--- src/rtl/display_pkg.sv ---
// Shared types and constants for the display-sharing logic.
// Other shared-peripheral schedulers can reuse the saturation helpers.
package display_pkg;

  localparam int NUM_W = 14;
  localparam int DPN_W = 2;
  localparam logic [NUM_W-1:0] DISP_MAX = 14'd9999;

  typedef enum logic {
    S_IDLE,
    S_HOLD
  } state_t;

  // The display driver is decimal-only, so anything above 9999 is pinned there.
  function automatic logic [NUM_W-1:0] saturate(input logic [NUM_W-1:0] value);
    return (value > DISP_MAX) ? DISP_MAX : value;
  endfunction

  function automatic logic isOver(input logic [NUM_W-1:0] value);
    return value > DISP_MAX;
  endfunction

endpackage

--- src/rtl/rr_arbiter.sv ---
// Combinational arbiter: lowest-index urgent requester wins,
// otherwise the first requester at or after ptr_i, wrapping modulo NUM_SRC.
module rr_arbiter #(
  parameter int NUM_SRC = 4,
  parameter int IDX_W   = (NUM_SRC > 1) ? $clog2(NUM_SRC) : 1
) (
  input  logic [NUM_SRC-1:0] req_i,
  input  logic [NUM_SRC-1:0] urgent_i,
  input  logic [IDX_W-1:0]   ptr_i,
  output logic               valid_o,
  output logic [NUM_SRC-1:0] winner_o,
  output logic [IDX_W-1:0]   index_o
);

  logic             found;
  logic [IDX_W-1:0] pos;
  int               sum;

  always_comb begin
    found    = 1'b0;
    index_o  = '0;
    winner_o = '0;
    pos      = '0;
    sum      = 0;
    for (int i = 0; i < NUM_SRC; i++) begin
      pos = IDX_W'(i);
      if (!found && req_i[pos] && urgent_i[pos]) begin
        found   = 1'b1;
        index_o = pos;
      end
    end
    // Round-robin scan; the wrap is an explicit subtract so non-power-of-2 counts work.
    for (int k = 0; k < NUM_SRC; k++) begin
      sum = int'(ptr_i) + k;
      if (sum >= NUM_SRC) sum = sum - NUM_SRC;
      pos = IDX_W'(sum);
      if (!found && req_i[pos]) begin
        found   = 1'b1;
        index_o = pos;
      end
    end
    if (found) winner_o[index_o] = 1'b1;
    valid_o = found;
  end

endmodule

--- src/rtl/display_share_scheduler.sv ---
// Time-slices one 4-digit seven-segment driver among NUM_SRC requesters,
// round-robin with urgent preemption; registered num/dpn follow the owner.
module display_share_scheduler
  import display_pkg::*;
#(
  parameter int NUM_SRC     = 4,
  parameter int HOLD_CYCLES = 100_000_000,
  parameter int CNT_W       = 27
) (
  input  logic                     clk,
  input  logic                     rst,
  input  logic [NUM_SRC-1:0]       req,
  input  logic [NUM_SRC-1:0]       urgent,
  input  logic [NUM_W*NUM_SRC-1:0] num_in,
  input  logic [DPN_W*NUM_SRC-1:0] dpn_in,
  output logic [NUM_W-1:0]         num,
  output logic [DPN_W-1:0]         dpn,
  output logic [NUM_SRC-1:0]       grant,
  output logic                     switched,
  output logic                     blank,
  output logic                     ovf
);

  localparam int IDX_W = (NUM_SRC > 1) ? $clog2(NUM_SRC) : 1;
  localparam logic [CNT_W-1:0] LAST_COUNT = CNT_W'(HOLD_CYCLES - 1);

  state_t             state_q, state_d;
  logic [NUM_SRC-1:0] grant_q, grant_d;
  logic [IDX_W-1:0]   owner_q, owner_d;
  logic [IDX_W-1:0]   ptr_q, ptr_d;
  logic [CNT_W-1:0]   count_q, count_d;
  logic [NUM_W-1:0]   num_q, num_d;
  logic [DPN_W-1:0]   dpn_q, dpn_d;
  logic               ovf_q, ovf_d;
  logic               switched_q, blank_q;

  logic               winValid;
  logic [NUM_SRC-1:0] winOneHot;
  logic [IDX_W-1:0]   winIdx;
  logic               preempt, rearb;

  logic [NUM_W-1:0]   srcNum [NUM_SRC];
  logic [DPN_W-1:0]   srcDpn [NUM_SRC];

  for (genvar g = 0; g < NUM_SRC; g++) begin : g_unpack
    assign srcNum[g] = num_in[NUM_W*g +: NUM_W];
    assign srcDpn[g] = dpn_in[DPN_W*g +: DPN_W];
  end

  rr_arbiter #(
    .NUM_SRC (NUM_SRC),
    .IDX_W   (IDX_W)
  ) u_arb (
    .req_i    (req),
    .urgent_i (urgent),
    .ptr_i    (ptr_q),
    .valid_o  (winValid),
    .winner_o (winOneHot),
    .index_o  (winIdx)
  );

  // An urgent owner is never preempted; a non-urgent one yields to any other urgent requester.
  assign preempt = (|(req & urgent & ~grant_q)) && !urgent[owner_q];

  always_comb begin
    state_d = state_q;
    grant_d = grant_q;
    owner_d = owner_q;
    ptr_d   = ptr_q;
    count_d = count_q;
    rearb   = 1'b0;
    unique case (state_q)
      S_IDLE: rearb = |req;
      S_HOLD: begin
        if (!req[owner_q] || preempt || count_q == LAST_COUNT) rearb = 1'b1;
        else count_d = count_q + 1'b1;
      end
      default: rearb = 1'b0;
    endcase
    if (rearb) begin
      count_d = '0;
      if (winValid) begin
        state_d = S_HOLD;
        grant_d = winOneHot;
        owner_d = winIdx;
        ptr_d   = (winIdx == IDX_W'(NUM_SRC - 1)) ? '0 : winIdx + 1'b1;
      end else begin
        state_d = S_IDLE;
        grant_d = '0;
        owner_d = '0;
      end
    end
  end

  // Datapath follows the next owner so a new grant and its value appear together.
  always_comb begin
    num_d = '0;
    dpn_d = '0;
    ovf_d = 1'b0;
    if (state_d == S_HOLD) begin
      num_d = saturate(srcNum[owner_d]);
      dpn_d = srcDpn[owner_d];
      ovf_d = isOver(srcNum[owner_d]);
    end
  end

  always_ff @(posedge clk or posedge rst) begin
    if (rst) begin
      state_q    <= S_IDLE;
      grant_q    <= '0;
      owner_q    <= '0;
      ptr_q      <= '0;
      count_q    <= '0;
      num_q      <= '0;
      dpn_q      <= '0;
      ovf_q      <= 1'b0;
      switched_q <= 1'b0;
      blank_q    <= 1'b1;
    end else begin
      state_q    <= state_d;
      grant_q    <= grant_d;
      owner_q    <= owner_d;
      ptr_q      <= ptr_d;
      count_q    <= count_d;
      num_q      <= num_d;
      dpn_q      <= dpn_d;
      ovf_q      <= ovf_d;
      switched_q <= (grant_d != grant_q);
      blank_q    <= (grant_d == '0);
    end
  end

  assign num      = num_q;
  assign dpn      = dpn_q;
  assign grant    = grant_q;
  assign switched = switched_q;
  assign blank    = blank_q;
  assign ovf      = ovf_q;

endmodule
--- config.mk ---
export PLATFORM = sky130hd
export DESIGN_NAME = display_share_scheduler
export DESIGN_NICKNAME = d
export VERILOG_FILES = /design/src/rtl/display_pkg.sv /design/src/rtl/rr_arbiter.sv /design/src/rtl/display_share_scheduler.sv
export SDC_FILE = /design/constraint.sdc
export NUM_CORES = 1
export LEC_CHECK = 0
export ABC_AREA = 1
export CORE_MARGIN = 8
export CORE_UTILIZATION = 45
export DETAILED_ROUTE_END_ITERATION = 10
export PLACE_DENSITY = 0.72
export SYNTH_ARGS = -nofsm -noshare
export SYNTH_HDL_FRONTEND = slang
export SYNTH_HIERARCHICAL = 1
export SYNTH_SLANG_ARGS = --single-unit
--- constraint.sdc ---
create_clock -name clk -period 3.2 [get_ports clk]
set_clock_uncertainty 0.1 [all_clocks]
set_input_delay 0.32 -clock clk [delete_from_list [all_inputs] [get_ports clk]]
set_output_delay 0.32 -clock clk [all_outputs]
set_load 0.01 [all_outputs]
==> reports/qor.txt, run 1 <==
Status: finished, final reports clean
Register bit total from synthesis: 55
Die Y: 109 microns
Synth Area per Inst: 7.00 sq um
Lkg Pwr: 2.46 nW
Filler cell count: 731
Post-synth top cells: nand2_1, inv_1, nand3_1
Place WS: -0.0657 ns
Die Wd: 109 microns
Synth Warn #: 6
GPL Wtd Cong: 0.891
TritonCTS Buffers: 5
Finished Core Util: 63.3%
Reg2Reg Depth: 22
Fin. Hold Viols: 0
Vias: 3949
Synth area leaders: dfrtp_1, nand2_1, nand3_1
Share of flip-flops with an asynchronous set or reset: 100%
Final WS setup: 0.182 ns
Worst EP arrival: 3.12 ns
Sequential area share after synthesis: 35.7%
Startpoint Class: flop
H-tree Lvls: 2
Crit path launch: ptr_q[0]$_DFFE_PP0P_
Row count: 33
Maximum VDD drop: 0.000434 V
PD cells: 887 nW/um^2
Final setup viols: 0
Tot GR Track Use: 18.7%
Setup crit end kind: flop
Number of port buffers: 96
Max Cap Viol: 0
CTS Buffer Depth: 2
Clk slew on worst S/H paths: 0.09 ns
Vias per inst: 5.10
TritonCTS clock tree: done
Initial DRC count: 199
FF+latch area: 1380 sq um
Area Overhead vs Synth: 35.5%
Routed WL: 10900 microns
Max_slew headroom: 54.7%
Worst min path class: in -> async
Antenna Violating Nets Remaining: 0
Reg-to-reg endpoint: num[12]$_DFF_PP0_
Initial antenna violation count: 0
Layout cells sized above 1: 14.9%
I/O pin count: 97
Max Slew Vio Count: 0
Synth area leader: dfrtp_1
Critical path class: reg -> reg
Mapped Nets: 627
Dominant synthesized flop cell: dfrtp_1
DR DRC count: 0
Largest net degree at the start of global routing: 56
Worst r2r src: ptr_q[0]$_DFFE_PP0P_
Nets: 744
Clock sink total: 55
Root Driver: clkbuf_8
Die area: 11800 sq um
Min Clock Period, post-route: 3.02 ns
DR pass1 iterations: 5
Synth top area share: 35.0%
Most frequent cell after synthesis: nand2_1
R2R Setup Slk: 0.18 ns
Vias in the first global route: 3982
Period utilisation layout: 94.3%
Antenna cells: 0
Mapped Cells: 551
CP max FO: 7
Mapped Area: 3860 sq um
Multi-input logic area: 2160 sq um
Skew-Pair Late Insertion Delay: 0.30 ns
Distinct cell type count after synthesis: 48
Detailed Place HPWL: 8730 microns
Congestion Overflow GR: 0
Initial core utilization: 46.7%
Req. time, crit path: 3.30 ns
Fmax: 0.331 GHz
Core Region: 8260 sq um
Post-synth EDFFs: 0
First-pass GRT wire length: 18400 microns
Tightest Pin Transition: 0.680 ns
Pwr Total: 4.63 mW
Post-DR wirelength/cell: 14.1 microns
-- cells in the final DEF, fill, tap and decap left out, types with 7 or more instances in the layout --
cell type,netlist,final
dfrtp_1,54,53
clkdlybuf4s50_1,0,96
o21ai_0,19,19
xor2_1,8,8
nand2_2,15,17
nand4_1,7,7
buf_4,6,27
inv_1,69,67
inv_2,6,7
nor2_1,46,45
a21oi_1,17,17
nand2_1,143,139
nor3_1,9,9
nand3_2,7,8
nor2_2,8,9
nand3_1,68,65
-- state kept, by name, indices dropped and copies added (netlist names) --
| register | flops |
|---|---|
| blank | 1 |
| count_q | 27 |
| dpn | 2 |
| grant | 4 |
| num | 14 |
| ovf | 1 |
| owner_q | 2 |
| ptr_q | 2 |
| state_q | 1 |
| switched | 1 |
-- worst max path at each step --
| stage | endpoint | depth (start not counted) | slack [ns] |
|---|---|---|---|
| after floorplan | num[11]$_DFF_PP0_ | 22 | 0.63 |
| after global placement | num[10]$_DFF_PP0_ | 20 | 0.1 |
| after detailed placement | num[10]$_DFF_PP0_ | 21 | -0.07 |
| after CTS | num[10]$_DFF_PP0_ | 21 | 0.06 |
| after global routing | num[12]$_DFF_PP0_ | 22 | -0.02 |
| final | num[12]$_DFF_PP0_ | 22 | 0.18 |
-- power breakdown --
| part | internal [mW] | switching (mW) |
|---|---|---|
| logic | 1.30 | 1.96 |
| registers | 0.898 | 0.106 |
| clock network | 0.155 | 0.213 |
-- critical path, cell delays in order, from the launching register on --
cell and delay (ns):
dfrtp_2 0.49, buf_4 0.16, nand2_1 0.10, nand2_1 0.11
nand2_1 0.09, nand2_2 0.10, nor3_4 0.28, nand3_2 0.13
nand2_2 0.10, nand2_2 0.07, inv_2 0.08, nand3_4 0.15
buf_6 0.18, nand3_1 0.08, nand3_1 0.08, nand2_1 0.12
nand2_1 0.06, nor2_1 0.08, nand2_1 0.07, nand2_2 0.09
nand2_2 0.07, nand2_4 0.11, nor2_2 0.05
-- stage by stage --
stage                     TNS, ns  cells  hold slack [ns]  area [sq um]
after floorplan                 0    551            0.355          3860
after global placement          0    760            0.384          5020
after detailed placement   -0.616    760            0.402          5020
after CTS                       0    768            0.418          5100
after global routing      -0.0407    774            0.443          5230
final                           0    774            0.412          5230
-- logic make-up (layout without fill, tap and decap cells) --
family          Yosys count  in the layout  synth area share, %
compound gates           65             65                 10.4
fa+ha+maj                 2              2                0.649
simple gates            326            327                 40.5
buf+inv                  92            209                 10.2
xor+xnor                 11             11                 2.50
flops                    55             55                 35.7
-- timing repair --
| item | in CTS | in global routing |
|---|---|---|
| hold buffers | 0 | 0 |
| gates resized for setup | 0 | 20 |
| setup buffers | 0 | 4 |
| setup endpoints to repair | 0 | 17 |
-- layer usage --
metal	track usage, %	wire (microns)	vias to the layer above
li1	-	-	2012
met1	23.6	4830	1822
met2	31.8	5430	106
met3	4.16	559	9
met4	4.30	113	0
met5	0	0	-
-- cell type report --
| cell class | count | area share, % |
|---|---|---|
| Inverter | 76 | 5.51 |
| Clock inverter | 1 | 0.144 |
| Clock buffer | 7 | 1.46 |
| Tap cell | 105 | 2.51 |
| Multi-Input combinational cell | 405 | 41.3 |
| Sequential cell | 55 | 26.4 |
| Timing Repair Buffer | 125 | 22.7 |
No activity file was read; power rests on OpenSTA's default activity.
==> run 2, diff against run 1 <==
- CORE_MARGIN: 8 -> 2
- CORE_UTILIZATION: 45 -> 40
- PLACE_DENSITY: 0.72 -> 0.65
==> reports/qor.txt, run 2 (synthesis gave the netlist of run 1 again) <==
Finished Core Util: 56.1%
Switching pwr: 2.24 mW
GR peak layer: met2
H-tree Lvls: 2
DR DRC count: 0
Worst min path class: reg -> reg
Skew-Pair Late Insertion Delay: 0.30 ns
TritonCTS Buffers: 5
Setup crit end kind: flop
Row count: 35
Lkg Pwr: 2.44 nW
Max stage delay cell, worst path: dfrtp_2
Hold depth: 1
Clock sink total: 55
Most frequent CP cell: nand2_1
Number of port buffers: 96
Switching fraction of total power: 49.3%
Largest Register: count_q
Die Wd: 102 microns
Congestion Overflow GR: 0
Min Clock Period, post-route: 2.96 ns
Critical hold path startpoint: count_q[22]$_DFFE_PP0P_
Post-DR wirelength/cell: 13.0 microns
Clk slew on worst S/H paths: 0.10 ns
Most frequent cells in the layout: nand2_1, clkdlybuf4s50_1, inv_1, nand3_1, dfrtp_1
Initial antenna violation count: 0
Met1 usage: 27.1%
Req. time, crit path: 3.30 ns
Reg2Reg Depth: 22
Final setup viols: 0
Int Power: 2.30 mW
# hold bufs at CTS: 0
CTS Buffer Depth: 2
Vias: 3861
Fmax: 0.338 GHz
Nets: 739
Fin. Hold Viols: 0
TritonCTS clock tree: done
Routed WL: 10300 microns
CP max stage delay: 0.45 ns
Tightest Pin Transition: 0.686 ns
CP max FO: 11
Die area: 10400 sq um
Startpoint Class: flop
Root Driver: clkbuf_8
CP top delay family: simple AND/OR/NAND/NOR gates
Filler cell count: 883
Initial core utilization: 41.5%
Met2 usage: 34.2%
Die Y: 102 microns
R2R Setup Slk: 0.24 ns
FF+latch area: 1380 sq um
Period utilisation layout: 92.4%
Vias in the first global route: 3735
Crit path buffers/inverters: 3
Antenna Violating Nets Remaining: 0
Worst r2r src: ptr_q[0]$_DFFE_PP0P_
Layout cells sized above 1: 13.7%
Crit path launch: ptr_q[0]$_DFFE_PP0P_
Reg-to-reg endpoint: num[4]$_DFF_PP0_
Critical path class: reg -> reg
Setup TNS: 0 ns
Largest net degree at the start of global routing: 56
GPL Wtd Cong: 0.896
Worst EP arrival: 3.06 ns
Area Overhead vs Synth: 34.9%
Status: finished, final reports clean
Worst path cell trace: buf_4 -> nand2_1 -> nand3_2 -> nand2_2 -> nand2_2 -> nor3_4 -> nand3_2 -> nand2_1 -> nand2_1 -> inv_1 -> nand3_4 -> buf_6 -> nand3_1 -> nand3_1 -> nand2_1 -> nand2_1 -> nor2_1 -> nand2_1 -> nand2_2 -> nand2_2 -> nand2_4 -> nor2_2
Vias per inst: 4.87
Max Cap Viol: 0
Clock Power Share: 8.8%
Largest register FFs: 27
First-pass GRT wire length: 17000 microns
Maximum VDD drop: 0.000375 V
Core Region: 9280 sq um
Antenna cells: 0
Multi-input logic area: 2130 sq um
Combinational power share: 69.1%
Met3 GRT Util: 2.46%
DR pass1 iterations: 5
Detailed Place HPWL: 8020 microns
Max_slew headroom: 54.3%
I/O pin count: 97
PD cells: 874 nW/um^2
Register share of total power: 22.0%
Commonest non-fill, non-tap cell in the layout: nand2_1
Tot GR Track Use: 20.0%
Max Slew Vio Count: 0
Initial DRC count: 187
Worst Hold End: count_q[22]$_DFFE_PP0P_
-- run 2: worst max-delay path by stage --
stage                        endpoint  slack [ns]  cells past startpoint
floorplan           num[11]$_DFF_PP0_        0.63                     22
finish               num[4]$_DFF_PP0_        0.24                     22
CTS                 num[10]$_DFF_PP0_        0.23                     20
global route         num[7]$_DFF_PP0_       -0.02                     22
global placement    num[10]$_DFF_PP0_        0.06                     20
detailed placement  num[10]$_DFF_PP0_       -0.06                     21
-- run 2: power groups by stage --
stage | Sequential [mW] | Clock [mW] | Combinational [mW]
CTS | 0.998 | 0.417 | 3.02
global placement | 1.01 | 0 | 2.95
floorplan | 1.05 | 0 | 2.07
detailed placement | 1.01 | 0 | 3.00
finish | 1.00 | 0.402 | 3.14
global route | 1.02 | 0.445 | 3.49
-- run 2: what timing repair did --
item                       4_1_cts  5_1_grt
hold endpoints to repair         0        0
resized for setup                0       11
setup endpoints to repair        0       14
buffers inserted                 0        4
-- run 2: layer usage --
layer | part of all wire [%] | vias up
met5 | 0 | -
met4 | 0.72 | 0
met3 | 3.3 | 7
met2 | 50 | 94
met1 | 46 | 1755
li1 | - | 2005
-- run 2: cell type report --
| class | instances | area share [%] |
|---|---|---|
| inverter | 76 | 5.53 |
| tap | 129 | 3.10 |
| clock buffer | 7 | 1.66 |
| multi-input combinational | 404 | 40.9 |
| clock inverter | 1 | 0.168 |
| sequential | 55 | 26.5 |
| timing repair buffer | 121 | 22.1 |
-- run 2: through the flow --
| stage | hold slack, ns | cell area (sq um) | worst slack, ns | cells | power [mW] |
|---|---|---|---|---|---|
| floorplan | 0.355 | 3860 | 0.627 | 551 | 3.12 |
| global placement | 0.385 | 5030 | 0.0611 | 781 | 3.96 |
| detailed placement | 0.382 | 5030 | -0.0584 | 781 | 4.01 |
| CTS | 0.398 | 5120 | 0.230 | 789 | 4.44 |
| global route | 0.456 | 5200 | -0.0162 | 793 | 4.95 |
| finish | 0.397 | 5200 | 0.243 | 793 | 4.55 |
-- run 2: worst register-to-register path, delay by kind of cell, from the launching register on --
kind | cells | cell delay [ns]
buffers and inverters | 3 | 0.46
and+or+nand+nor | 19 | 1.84
DFF | 1 | 0.45
